**config.mk**
```make
export PLATFORM = sky130hd
export DESIGN_NAME = eth_axis_rx_frame_classifier
export DESIGN_NICKNAME = d
export VERILOG_FILES = /design/src/rtl/eth_axis_rx_frame_classifier.sv
export SDC_FILE = /design/constraint.sdc
export NUM_CORES = 1
export LEC_CHECK = 0
export ABC_AREA = 1
export CAP_MARGIN = 20
export CELL_PAD_IN_SITES_DETAIL_PLACEMENT = 0
export CELL_PAD_IN_SITES_GLOBAL_PLACEMENT = 1
export CORE_MARGIN = 2
export CORE_UTILIZATION = 36
export CTS_CLUSTER_SIZE = 24
export DETAILED_ROUTE_END_ITERATION = 8
export PLACE_DENSITY_LB_ADDON = 0.1
export SLEW_MARGIN = 20
export SYNTH_ARGS = -nofsm -noshare
export SYNTH_HDL_FRONTEND = slang
export SYNTH_SLANG_ARGS = --single-unit
```
**constraint.sdc**
```tcl
create_clock -name i_clk -period 4 [get_ports i_clk]
set_input_delay 1.2 -clock i_clk [delete_from_list [all_inputs] [get_ports i_clk]]
set_output_delay 1.2 -clock i_clk [all_outputs]
set_load 0.01 [all_outputs]
```
**src/rtl/eth_axis_rx_frame_classifier.sv**
```systemverilog
// ---------------------------------------------------------------------------
// eth_axis_rx_frame_classifier
//
// Purpose:
//   Parses a 64-bit AXI-Stream Ethernet frame stream beat by beat. It measures
//   the frame length, checks tkeep legality and classifies each frame as
//   ARP / ICMP / UDP / other IPv4 / other. It emits one registered result per
//   frame and keeps per-class statistics counters.
//
// Ports:
//   i_clk, i_reset_n          clock, asynchronous active-low reset
//   i_rx_axis_tvalid          beat valid (always accepted, no tready)
//   i_rx_axis_tdata[63:0]     beat data, wire byte k = tdata[8k+7:8k]
//   i_rx_axis_tlast           last beat of frame
//   i_rx_axis_tkeep[7:0]      byte enables, LSB-aligned contiguous
//   o_frame_valid             one-cycle result strobe, the cycle after tlast
//   o_frame_type[2:0]         0 OTHER, 1 ARP, 2 ICMP, 3 UDP, 4 IPV4_OTHER
//   o_frame_len[15:0]         frame byte count, saturating at 16'hFFFF
//   o_frame_err               tkeep / runt / oversize error
//   o_dst_match               dst MAC is LOCAL_MAC or broadcast
//   o_cnt_*                   wrapping statistics counters
//
// Build option:
//   ETH_RX_MAC_FILTER_EN  when defined, frames whose dst MAC does not match
//                         produce no strobe, no counter update, and leave the
//                         held result registers unchanged.
// ---------------------------------------------------------------------------
module eth_axis_rx_frame_classifier #(
  parameter logic [47:0] LOCAL_MAC       = 48'h211abcdef112,
  parameter int          MIN_FRAME_BYTES = 14,
  parameter int          MAX_FRAME_BYTES = 1518,
  parameter int          CNT_W           = 16
) (
  input  logic             i_clk,
  input  logic             i_reset_n,
  input  logic             i_rx_axis_tvalid,
  input  logic [63:0]      i_rx_axis_tdata,
  input  logic             i_rx_axis_tlast,
  input  logic [7:0]       i_rx_axis_tkeep,
  output logic             o_frame_valid,
  output logic [2:0]       o_frame_type,
  output logic [15:0]      o_frame_len,
  output logic             o_frame_err,
  output logic             o_dst_match,
  output logic [CNT_W-1:0] o_cnt_arp,
  output logic [CNT_W-1:0] o_cnt_icmp,
  output logic [CNT_W-1:0] o_cnt_udp,
  output logic [CNT_W-1:0] o_cnt_other,
  output logic [CNT_W-1:0] o_cnt_err
);

  localparam logic [1:0] ST_IDLE = 2'd0;
  localparam logic [1:0] ST_HDR  = 2'd1;
  localparam logic [1:0] ST_BODY = 2'd2;

  localparam logic [2:0] TYPE_OTHER      = 3'd0;
  localparam logic [2:0] TYPE_ARP        = 3'd1;
  localparam logic [2:0] TYPE_ICMP       = 3'd2;
  localparam logic [2:0] TYPE_UDP        = 3'd3;
  localparam logic [2:0] TYPE_IPV4_OTHER = 3'd4;

  localparam logic [16:0] MIN_LEN = 17'(MIN_FRAME_BYTES);
  localparam logic [16:0] MAX_LEN = 17'(MAX_FRAME_BYTES);

  // Bytes outside tkeep are treated as not received, so header fields that
  // fall in a disabled byte lane read as 0.
  logic [63:0] data_m;
  generate
    for (genvar gi = 0; gi < 8; gi++) begin : g_mask
      assign data_m[8*gi +: 8] = i_rx_axis_tkeep[gi] ? i_rx_axis_tdata[8*gi +: 8] : 8'h00;
    end
  endgenerate

  // Byte lane 6 never carries a header field this block looks at.
  logic unused_lane6;
  assign unused_lane6 = ^data_m[55:48];

  function automatic logic [3:0] popcount8(input logic [7:0] v);
    logic [3:0] c;
    c = 4'd0;
    for (int i = 0; i < 8; i++) c = c + {3'd0, v[i]};
    return c;
  endfunction

  // Parser state and per-frame accumulators
  logic [1:0]  state_q, state_d;
  logic        hdr_idx_q, hdr_idx_d;   // 0: next HDR beat is beat 1, 1: beat 2
  logic [16:0] len_acc_q, len_acc_d;
  logic        err_acc_q, err_acc_d;
  logic [47:0] dst_acc_q, dst_acc_d;
  logic [15:0] etype_acc_q, etype_acc_d;
  logic [7:0]  proto_acc_q, proto_acc_d;

  // Held result and counters
  logic             valid_q;
  logic [2:0]       type_q;
  logic [15:0]      len_q;
  logic             err_q;
  logic             dm_q;
  logic [CNT_W-1:0] cnt_arp_q, cnt_icmp_q, cnt_udp_q, cnt_other_q, cnt_err_q;

  // Frame-so-far values including the current beat
  logic        beat0;
  logic [16:0] cur_len;
  logic        cur_err;
  logic [47:0] cur_dst;
  logic [15:0] cur_etype;
  logic [7:0]  cur_proto;
  logic [17:0] len_sum;
  logic [4:0]  beat_bytes;
  logic        beat_err;
  logic        fin_err;
  logic        fin_dm;
  logic [2:0]  fin_type;
  logic [15:0] fin_len;
  logic        frame_done;
  logic        frame_pass;

  always_comb begin
    // Beat 0 starts a fresh frame; stale accumulators are ignored.
    beat0 = (state_q == ST_IDLE);

    cur_dst = beat0 ? {data_m[7:0],   data_m[15:8],  data_m[23:16],
                       data_m[31:24], data_m[39:32], data_m[47:40]}
                    : dst_acc_q;

    cur_etype = beat0 ? 16'h0000 : etype_acc_q;
    if (state_q == ST_HDR && !hdr_idx_q) cur_etype = {data_m[39:32], data_m[47:40]};

    cur_proto = beat0 ? 8'h00 : proto_acc_q;
    if (state_q == ST_HDR && hdr_idx_q) cur_proto = data_m[63:56];

    // Non-last beats always count 8 bytes; illegal tkeep is reported as error.
    beat_bytes = i_rx_axis_tlast ? {1'b0, popcount8(i_rx_axis_tkeep)} : 5'd8;
    len_sum    = {1'b0, (beat0 ? 17'd0 : len_acc_q)} + {13'd0, beat_bytes};
    cur_len    = len_sum[17] ? 17'h1FFFF : len_sum[16:0];

    // A legal last-beat tkeep has the form 2^n-1 with n >= 1.
    if (i_rx_axis_tlast)
      beat_err = (i_rx_axis_tkeep == 8'h00) ||
                 ((i_rx_axis_tkeep & (i_rx_axis_tkeep + 8'd1)) != 8'h00);
    else
      beat_err = (i_rx_axis_tkeep != 8'hFF);
    cur_err = (beat0 ? 1'b0 : err_acc_q) | beat_err;

    fin_err = cur_err || (cur_len < MIN_LEN) || (cur_len > MAX_LEN);
    fin_dm  = (cur_dst == LOCAL_MAC) || (cur_dst == 48'hFFFF_FFFF_FFFF);
    fin_len = cur_len[16] ? 16'hFFFF : cur_len[15:0];

    if (fin_err)                    fin_type = TYPE_OTHER;
    else if (cur_etype == 16'h0806) fin_type = TYPE_ARP;
    else if (cur_etype == 16'h0800) begin
      if (cur_proto == 8'h01)       fin_type = TYPE_ICMP;
      else if (cur_proto == 8'h11)  fin_type = TYPE_UDP;
      else                          fin_type = TYPE_IPV4_OTHER;
    end
    else                            fin_type = TYPE_OTHER;

    frame_done = i_rx_axis_tvalid && i_rx_axis_tlast;

    state_d     = state_q;
    hdr_idx_d   = hdr_idx_q;
    len_acc_d   = len_acc_q;
    err_acc_d   = err_acc_q;
    dst_acc_d   = dst_acc_q;
    etype_acc_d = etype_acc_q;
    proto_acc_d = proto_acc_q;

    if (i_rx_axis_tvalid) begin
      len_acc_d   = cur_len;
      err_acc_d   = cur_err;
      dst_acc_d   = cur_dst;
      etype_acc_d = cur_etype;
      proto_acc_d = cur_proto;
      if (i_rx_axis_tlast) begin
        state_d = ST_IDLE;
      end else begin
        case (state_q)
          ST_IDLE: begin
            state_d   = ST_HDR;
            hdr_idx_d = 1'b0;
          end
          ST_HDR: begin
            if (hdr_idx_q) state_d = ST_BODY;
            else           hdr_idx_d = 1'b1;
          end
          ST_BODY: state_d = ST_BODY;
          default: state_d = ST_IDLE;
        endcase
      end
    end
  end

`ifdef ETH_RX_MAC_FILTER_EN
  assign frame_pass = fin_dm;
`else
  assign frame_pass = 1'b1;
`endif

  always_ff @(posedge i_clk or negedge i_reset_n) begin
    if (!i_reset_n) begin
      state_q     <= ST_IDLE;
      hdr_idx_q   <= 1'b0;
      len_acc_q   <= '0;
      err_acc_q   <= 1'b0;
      dst_acc_q   <= '0;
      etype_acc_q <= '0;
      proto_acc_q <= '0;
    end else begin
      state_q     <= state_d;
      hdr_idx_q   <= hdr_idx_d;
      len_acc_q   <= len_acc_d;
      err_acc_q   <= err_acc_d;
      dst_acc_q   <= dst_acc_d;
      etype_acc_q <= etype_acc_d;
      proto_acc_q <= proto_acc_d;
    end
  end

  // Result registers are loaded straight from the tlast beat, so a new frame
  // starting in the strobe cycle only touches the accumulators above.
  // Counters load on the same edge, so they already include the frame while
  // its strobe is high.
  always_ff @(posedge i_clk or negedge i_reset_n) begin
    if (!i_reset_n) begin
      valid_q     <= 1'b0;
      type_q      <= '0;
      len_q       <= '0;
      err_q       <= 1'b0;
      dm_q        <= 1'b0;
      cnt_arp_q   <= '0;
      cnt_icmp_q  <= '0;
      cnt_udp_q   <= '0;
      cnt_other_q <= '0;
      cnt_err_q   <= '0;
    end else begin
      valid_q <= 1'b0;
      if (frame_done && frame_pass) begin
        valid_q <= 1'b1;
        type_q  <= fin_type;
        len_q   <= fin_len;
        err_q   <= fin_err;
        dm_q    <= fin_dm;
        if (fin_err)                 cnt_err_q   <= cnt_err_q + CNT_W'(1);
        else if (fin_type == TYPE_ARP)  cnt_arp_q  <= cnt_arp_q + CNT_W'(1);
        else if (fin_type == TYPE_ICMP) cnt_icmp_q <= cnt_icmp_q + CNT_W'(1);
        else if (fin_type == TYPE_UDP)  cnt_udp_q  <= cnt_udp_q + CNT_W'(1);
        else                            cnt_other_q <= cnt_other_q + CNT_W'(1);
      end
    end
  end

  assign o_frame_valid = valid_q;
  assign o_frame_type  = type_q;
  assign o_frame_len   = len_q;
  assign o_frame_err   = err_q;
  assign o_dst_match   = dm_q;
  assign o_cnt_arp     = cnt_arp_q;
  assign o_cnt_icmp    = cnt_icmp_q;
  assign o_cnt_udp     = cnt_udp_q;
  assign o_cnt_other   = cnt_other_q;
  assign o_cnt_err     = cnt_err_q;

endmodule
```
# --- After elaboration in Yosys (flattened, before gate mapping) ---
# Index checks and enable logic that the tools add are counted.
word_totals:
  regBits: 195
classes:
  n_addsub: 14
  n_lt_le_gt_ge: 2
  n_eq_ne: 13
  n_mux: 28
  bitwise_logic: 7
  n_reduce_logical: 19
ops:
  columns: ["cell", "n"]
  rows:
  - ["adder 16 x 1 -> 16 bit, second input constant", 5]
  - ["2-to-1 mux 8 bit", 9]
  - ["equality test 48 x 46 -> 1 bit, second input constant", 1]
  - ["equality test 48 bit, second input constant", 1]
  - ["2-to-1 mux 16 bit", 3]
  - ["2-to-1 mux 48 bit", 1]
  - ["2-to-1 mux 17 bit", 2]
  - ["equality test 16 x 12 -> 1 bit, second input constant", 2]
  - ["adder 17 x 4 -> 18 bit", 1]
  - ["greater-than comparator 17 x 11 -> 1 bit, second input constant", 1]
  - ["< comparator 17 x 4 -> 1 bit, second input constant", 1]
  - ["adder 4 x 1 -> 4 bit", 4]
  - ["2-to-1 mux 3 bit", 5]
  - ["AND reduction 5 bit", 2]
  - ["adder 8 x 1 -> 8 bit, second input constant", 1]
  - ["AND 8 bit", 1]
  - ["equality test 8 x 1 -> 1 bit, second input constant", 1]
  - ["equality test 8 x 5 -> 1 bit, second input constant", 1]
  - ["zero test 8 bit", 1]
  - ["!= test 8 bit, second input constant", 1]
  - ["nonzero test 8 bit", 1]
  - ["equality test 3 x 2 -> 1 bit, second input constant", 2]
  - ["one-hot mux 2 bit (3 select lines)", 1]
  - ["AND reduction 3 bit", 2]
  - ["20 further kinds", 33]

# --- Logic depth before layout (Yosys ltp) ---
logic_depth:
  ltp_word: 17
  mapped_depth: 31
  mapped_depth_nobuf: 30

# --- Least setup slack after synthesis ---
# No wires, ideal clock.
synth_path:
  path_type: "input -> register"
  startpoint: "in i_rx_axis_tkeep[0]"
  endpoint: "reg cnt_udp_q[8], in the netlist o_cnt_udp[8]"
  setup_ns: 0.123
  t_arrival_ns: 5.926
  setup_slack_ns: -2.049
  path_stages: 27
  n_path_buf: 4
  path_cell_list: "buf_2 inv_1 fa_1 fa_1 fa_1 inv_1 ha_1 fa_1 o21ai_0 a21oi_1 ha_1 buf_2 nand3_1 nand3_1 nand2_1 nand2_2 nand3_2 buf_2 nand3_1 nor3_1 nand2_1 nor2_4 nand4_4 nor2_4 buf_6 nand2_1 xor2_1"
synth_between:
  elab_chain_cells: 17
  word_cells_on_any_way: 30
  cone_classes: "add/sub (9); order compare (2); eq/ne (4); mux (4); bitwise (5); reduce/logical (6)"
synth_rtl:
  columns: ["item", "line", "text"]
  rows:
  - ["start: declaration", "39", "input logic [7:0] i_rx_axis_tkeep,"]
  - ["adder 1 x 1 -> 2 bit", "81", "for (int i = 0; i < 8; i++) c = c + {3'd0, v[i]};"]
  - ["adder 2 x 1 -> 3 bit", "81", null]
  - ["adder 3 x 1 -> 4 bit", "81", null]
  - ["adder 4 x 1 -> 4 bit (4 in a row)", "81", null]
  - ["2-to-1 mux 4 bit", "134", "beat_bytes = i_rx_axis_tlast ? {1'b0, popcount8(i_rx_axis_tkeep)} : 5'd8;"]
  - ["adder 17 x 4 -> 18 bit", "135", "len_sum = {1'b0, (beat0 ? 17'd0 : len_acc_q)} + {13'd0, beat_bytes};"]
  - ["2-to-1 mux 17 bit", "136", "cur_len = len_sum[17] ? 17'h1FFFF : len_sum[16:0];"]
  - ["< comparator 17 x 4 -> 1 bit", "146", "fin_err = cur_err || (cur_len < MIN_LEN) || (cur_len > MAX_LEN);"]
  - ["logical OR 1 bit", "146", null]
  - ["logical OR 1 bit *", "146", null]
  - ["2-to-1 mux 3 bit", "150", "if (fin_err) fin_type = TYPE_OTHER;"]
  - ["equality test 3 x 2 -> 1 bit or equality test 3 x 1 -> 1 bit (tied branches)", "246, 245", null]
  - ["NOT 1 bit (no source line)", null, null]
  - ["AND reduction 5 bit (no source line) *", null, null]
  - ["end signal: assignment", "247", "else if (fin_type == TYPE_UDP) cnt_udp_q <= cnt_udp_q + CNT_W'(1);"]
  - ["end: declaration", "100", "logic [CNT_W-1:0] cnt_arp_q, cnt_icmp_q, cnt_udp_q, cnt_other_q, cnt_err_q;"]
# Mark *: on every way between the ends. The rest lies on a longest branch, timed or not.
# A chain may end at the register's enable or synchronous reset.

# --- Worst setup path after layout ---
layout_path:
  startpoint: "in i_rx_axis_tkeep[3]"
  endpoint: "reg cnt_other_q[7], in the netlist o_cnt_other[7]"
layout_between:
  elab_chain_cells: 15
  word_cells_on_any_way: 29
  cone_classes: "add/sub (7); order compare (2); eq/ne (4); mux (4); bitwise (6); reduce/logical (6)"
layout_rtl:
  columns: ["item", "line", "text"]
  rows:
  - ["adder 3 x 1 -> 4 bit", "81", null]
  - ["adder 4 x 1 -> 4 bit (4 in a row)", "81", null]
  - ["2-to-1 mux 4 bit", "134", null]
  - ["adder 17 x 4 -> 18 bit", "135", null]
  - ["2-to-1 mux 17 bit", "136", null]
  - ["< comparator 17 x 4 -> 1 bit", "146", null]
  - ["logical OR 1 bit", "146", null]
  - ["logical OR 1 bit *", "146", null]
  - ["2-to-1 mux 3 bit", "150", null]
  - ["equality test 3 x 2 -> 1 bit, or another cell as far along", "247", null]
  - ["NOT 1 bit (no source line)", null, null]
  - ["AND reduction 5 bit (no source line) *", null, null]
  - ["end signal: assignment", "248", "else cnt_other_q <= cnt_other_q + CNT_W'(1);"]
  - ["end: declaration", "100", null]
# Marks and branches as above.

==> impl_metrics.json <==
{
  "status": "finished with violations",
  "violations": "negative setup slack",
  "pwr-share-clk_pct": 25.7,
  "cp_top_family": "adder cells",
  "hp-class": "flip-flop to flip-flop",
  "synth.avg_cell_area_um2": 7.394,
  "place_inst": 2263,
  "routed_via_density": 4.928,
  "drt-wirelength-per-cell_um": 15.29,
  "drv_cap": 0,
  "dp_hpwl_um": 25730,
  "internal_power_mw": 4.354,
  "yosysSeqAreaShare_pct": 41.32,
  "dp_slack_ns": -2.764,
  "cts-root-buf": "clkbuf_16",
  "required_ns": 4.33,
  "ctsHoldBuffers": 0,
  "worstSetupStartpoint": "i_rx_axis_tkeep[3]",
  "worst_ir_drop_vdd_v": 0.0002781,
  "cpPeakStageDelay_ns": 0.54,
  "drive_above_1_share_pct": 21.27,
  "synth_ff_type": "dfrtp_1",
  "antenna_found_initial": 0,
  "synth_nets": 1696,
  "fin_crit_sh_pct": 138.7,
  "num_io_pins": 178,
  "dieArea_um2": 34270,
  "clock.fmax_mhz": 180.2,
  "drv_slew": 0,
  "drtIter0Drc": 665,
  "p_leak_nw": 7.655,
  "ant_nets": 0,
  "netlist_instances": 1597,
  "sw_frac_of_total_pct": 37.43,
  "worst_path_max_delay_cell": "fa_1",
  "startpoint_type": "input pin",
  "fill_cells": 3166,
  "grt_pass1_vias": 11170,
  "worst_slack_ns": -1.548,
  "path_class": "input pin to flip-flop",
  "comb_power_share_pct": 38.0,
  "r2r_start": "state_q[0]",
  "die_h_um": 185.1,
  "die_w_um": 185.1,
  "routabilityCongestion": 0.8812,
  "clk_latency_ns": 0.45,
  "clock-sinks": 195,
  "yosys_warnings": 0,
  "critical_path.max_fanout": 7,
  "track_usage_pct": 21.35,
  "worst_setup_path_end_kind": "flip-flop",
  "netlist-cell-type-count": 47,
  "cts_tree": "done",
  "cts_max_path_buffers": 2,
  "synth_area_leaders": "dfrtp_1, nand2_1, o21ai_0, inv_1, nand3_1",
  "drcViolationCount": 0,
  "finalCriticalPeriod_ns": 5.548,
  "crit_arrival_ns": 5.88,
  "rsz0062_at_grt": "true",
  "hp-start": "etype_acc_q[0]",
  "synth_top_area_share_pct": 41.32,
  "ys_seq_elements": 195,
  "core_area_um2": 32450,
  "start_util_pct": 36.39,
  "setup_viol": 117,
  "maxSlewHeadroom_pct": 32.52,
  "final_hold_viol_count": 0,
  "tightest_slew_ns": 1.003,
  "area_delta_synth_final_pct": 40.73,
  "synth_edf_count": 0,
  "p_sw_mw": 2.604,
  "grt-ovfl-total": 0,
  "syn-cell-area_um2": 11810,
  "clk_pin_slew_worst_paths_ns": 0.08,
  "powerDensity_nw_per_um2": 418.7,
  "io_buffers": 169,
  "row_count": 66,
  "drt_pass1_iterations": 5,
  "cts_made_buffers": 17,
  "grt_max_degree": 68,
  "cts_max_level": 4,
  "async_flop_share_pct": 100.0,
  "post_layout_nonfiller_instances": 2341,
  "holdWs_ns": 0.4832,
  "insertedDiodeCount": 0,
  "grt_pass1_wl_um": 57900,
  "routed_wl_um": 35790,
  "synth.largest_area_cell": "dfrtp_1",
  "critPathBufInv": 4,
  "skew_ns": 0.01294,
  "fin_util_pct": 51.21,
  "nNetsFinal": 1985,
  "p_seq_share_pct": 36.3,
  "via_count": 11540
}
[final cells by class]
type | instances | area (um^2) | share of cell area (%)
clock buffer | 21 | 470.5 | 2.831
clock inverter | 11 | 127.6 | 0.7680
inverter | 198 | 755.7 | 4.548
multi-input combinational | 1149 | 6698 | 40.30
sequential | 195 | 4880 | 29.36
tap | 442 | 553.0 | 3.328
timing repair buffer | 325 | 3134 | 18.86
[power groups by stage]
stage | sequential (mW) | combinational [mW] | clock [mW]
final | 2.53 | 2.64 | 1.79
after global routing | 2.57 | 2.97 | 1.93
after CTS | 2.53 | 2.61 | 1.85
after detailed placement | 2.56 | 2.45 | 0
after global placement | 2.56 | 2.43 | 0
after floorplan | 2.56 | 1.58 | 0
[cell usage in the layout, fill, tap and decap left out, types with 8 or more instances in the layout]
cell               n
inv_2             19
clkdlybuf4s50_1  162
nand4_1           51
o21ai_2           14
buf_4            120
nor2_2            20
xor2_1            47
a21oi_2           16
nand2_2           40
nor4_1            21
dfrtp_1          195
nor2_4            30
nor3_1            27
nand2_1          369
o21ai_0          139
clkbuf_16         19
nor2_1           104
inv_1            176
nand3_2           24
buf_6             24
nand3_1          105
a31oi_1           11
o21ai_1           20
ha_1              14
nand2_4           15
buf_12             8
xnor2_1           17
[sequential cells by signal, summed over array words and instances (netlist names)]
signal,flops
dst_acc_q,48
err_acc_q,1
etype_acc_q,16
hdr_idx_q,1
len_acc_q,17
o_cnt_arp,16
o_cnt_err,16
o_cnt_icmp,16
o_cnt_other,16
o_cnt_udp,16
o_dst_match,1
o_frame_err,1
o_frame_len,16
o_frame_type,3
o_frame_valid,1
proto_acc_q,8
state_q,2
[per-layer routing]
| layer | wire length (um) | GRT usage [%] | share of wire [%] | up-vias |
|---|---|---|---|---|
| li1 | - | - | - | 5798 |
| met1 | 17160 | 30.08 | 48 | 5471 |
| met2 | 16710 | 33.98 | 47 | 229 |
| met3 | 1275 | 2.871 | 3.6 | 38 |
| met4 | 643 | 6.730 | 1.8 | 0 |
| met5 | 0 | 0 | 0 | - |
[per-stage QoR]
step | TNS [ns] | area (um^2) | power, mW
2_1_floorplan | -164.66 | 11980 | 4.141
3_3_place_gp | -262.86 | 14830 | 4.984
3_5_place_dp | -270.04 | 14830 | 5.012
4_1_cts | -145.04 | 16020 | 6.981
5_1_grt | -163.03 | 16620 | 7.469
6_report | -144.86 | 16620 | 6.958
[cell families after synthesis]
group / synth area share (%)
AOI/OAI and AO/OA: 10.32
xor gates and xnor gates: 4.895
adders and majority gates: 2.755
buffers and inverters: 8.794
DFF: 41.32
and+or+nand+nor: 31.91
[repair_timing]
action,4_1_cts,5_1_grt
setup endpoints to repair,117,117
setup buffers,22,18
endpoints found under the hold margin,0,0
pin swaps,68,56
gates cloned,5,3
resized for setup,122,120
[worst paths after layout]
check	end	slack (ns)	depth (start not counted)
worst max register to register	o_cnt_other[7]	0.48	20
worst min register to register	etype_acc_q[0]	0.48	2
worst max-delay path	o_cnt_other[7]	-1.55	25
max in group asynchronous	proto_acc_q[3]	2.44	2
min in group asynchronous	o_cnt_err[14]	0.76	1
worst min-delay path	etype_acc_q[0]	0.48	2
[worst register-to-register path: stages (launching register included)]
cell and delay (ns):
dfrtp_1 0.35, inv_1 0.07, ha_2 0.25, nor2_1 0.27, inv_1 0.11, fa_2 0.38
inv_2 0.08, nand3_2 0.09, nand2_4 0.12, nand2_4 0.08, o21ai_2 0.14, nand2_2 0.12
nor2_4 0.13, nand2_1 0.09, nor2_1 0.11, nand2_1 0.10, nor2_4 0.17, nand4_1 0.20
nor2_4 0.31, nand2_1 0.10, xor2_1 0.15
[Yosys cell counts (all sizes together) (21+ instances only)]
| cell | count |
|---|---|
| nor3 | 31 |
| a21oi | 21 |
| nor2 | 152 |
| nand4 | 55 |
| inv | 198 |
| dfrtp | 195 |
| o21ai | 173 |
| nor4 | 22 |
| clkbuf | 38 |
| nand2 | 426 |
| nand3 | 134 |
| xor2 | 49 |
| buf | 21 |
Power figures use the tool's default switching activity.
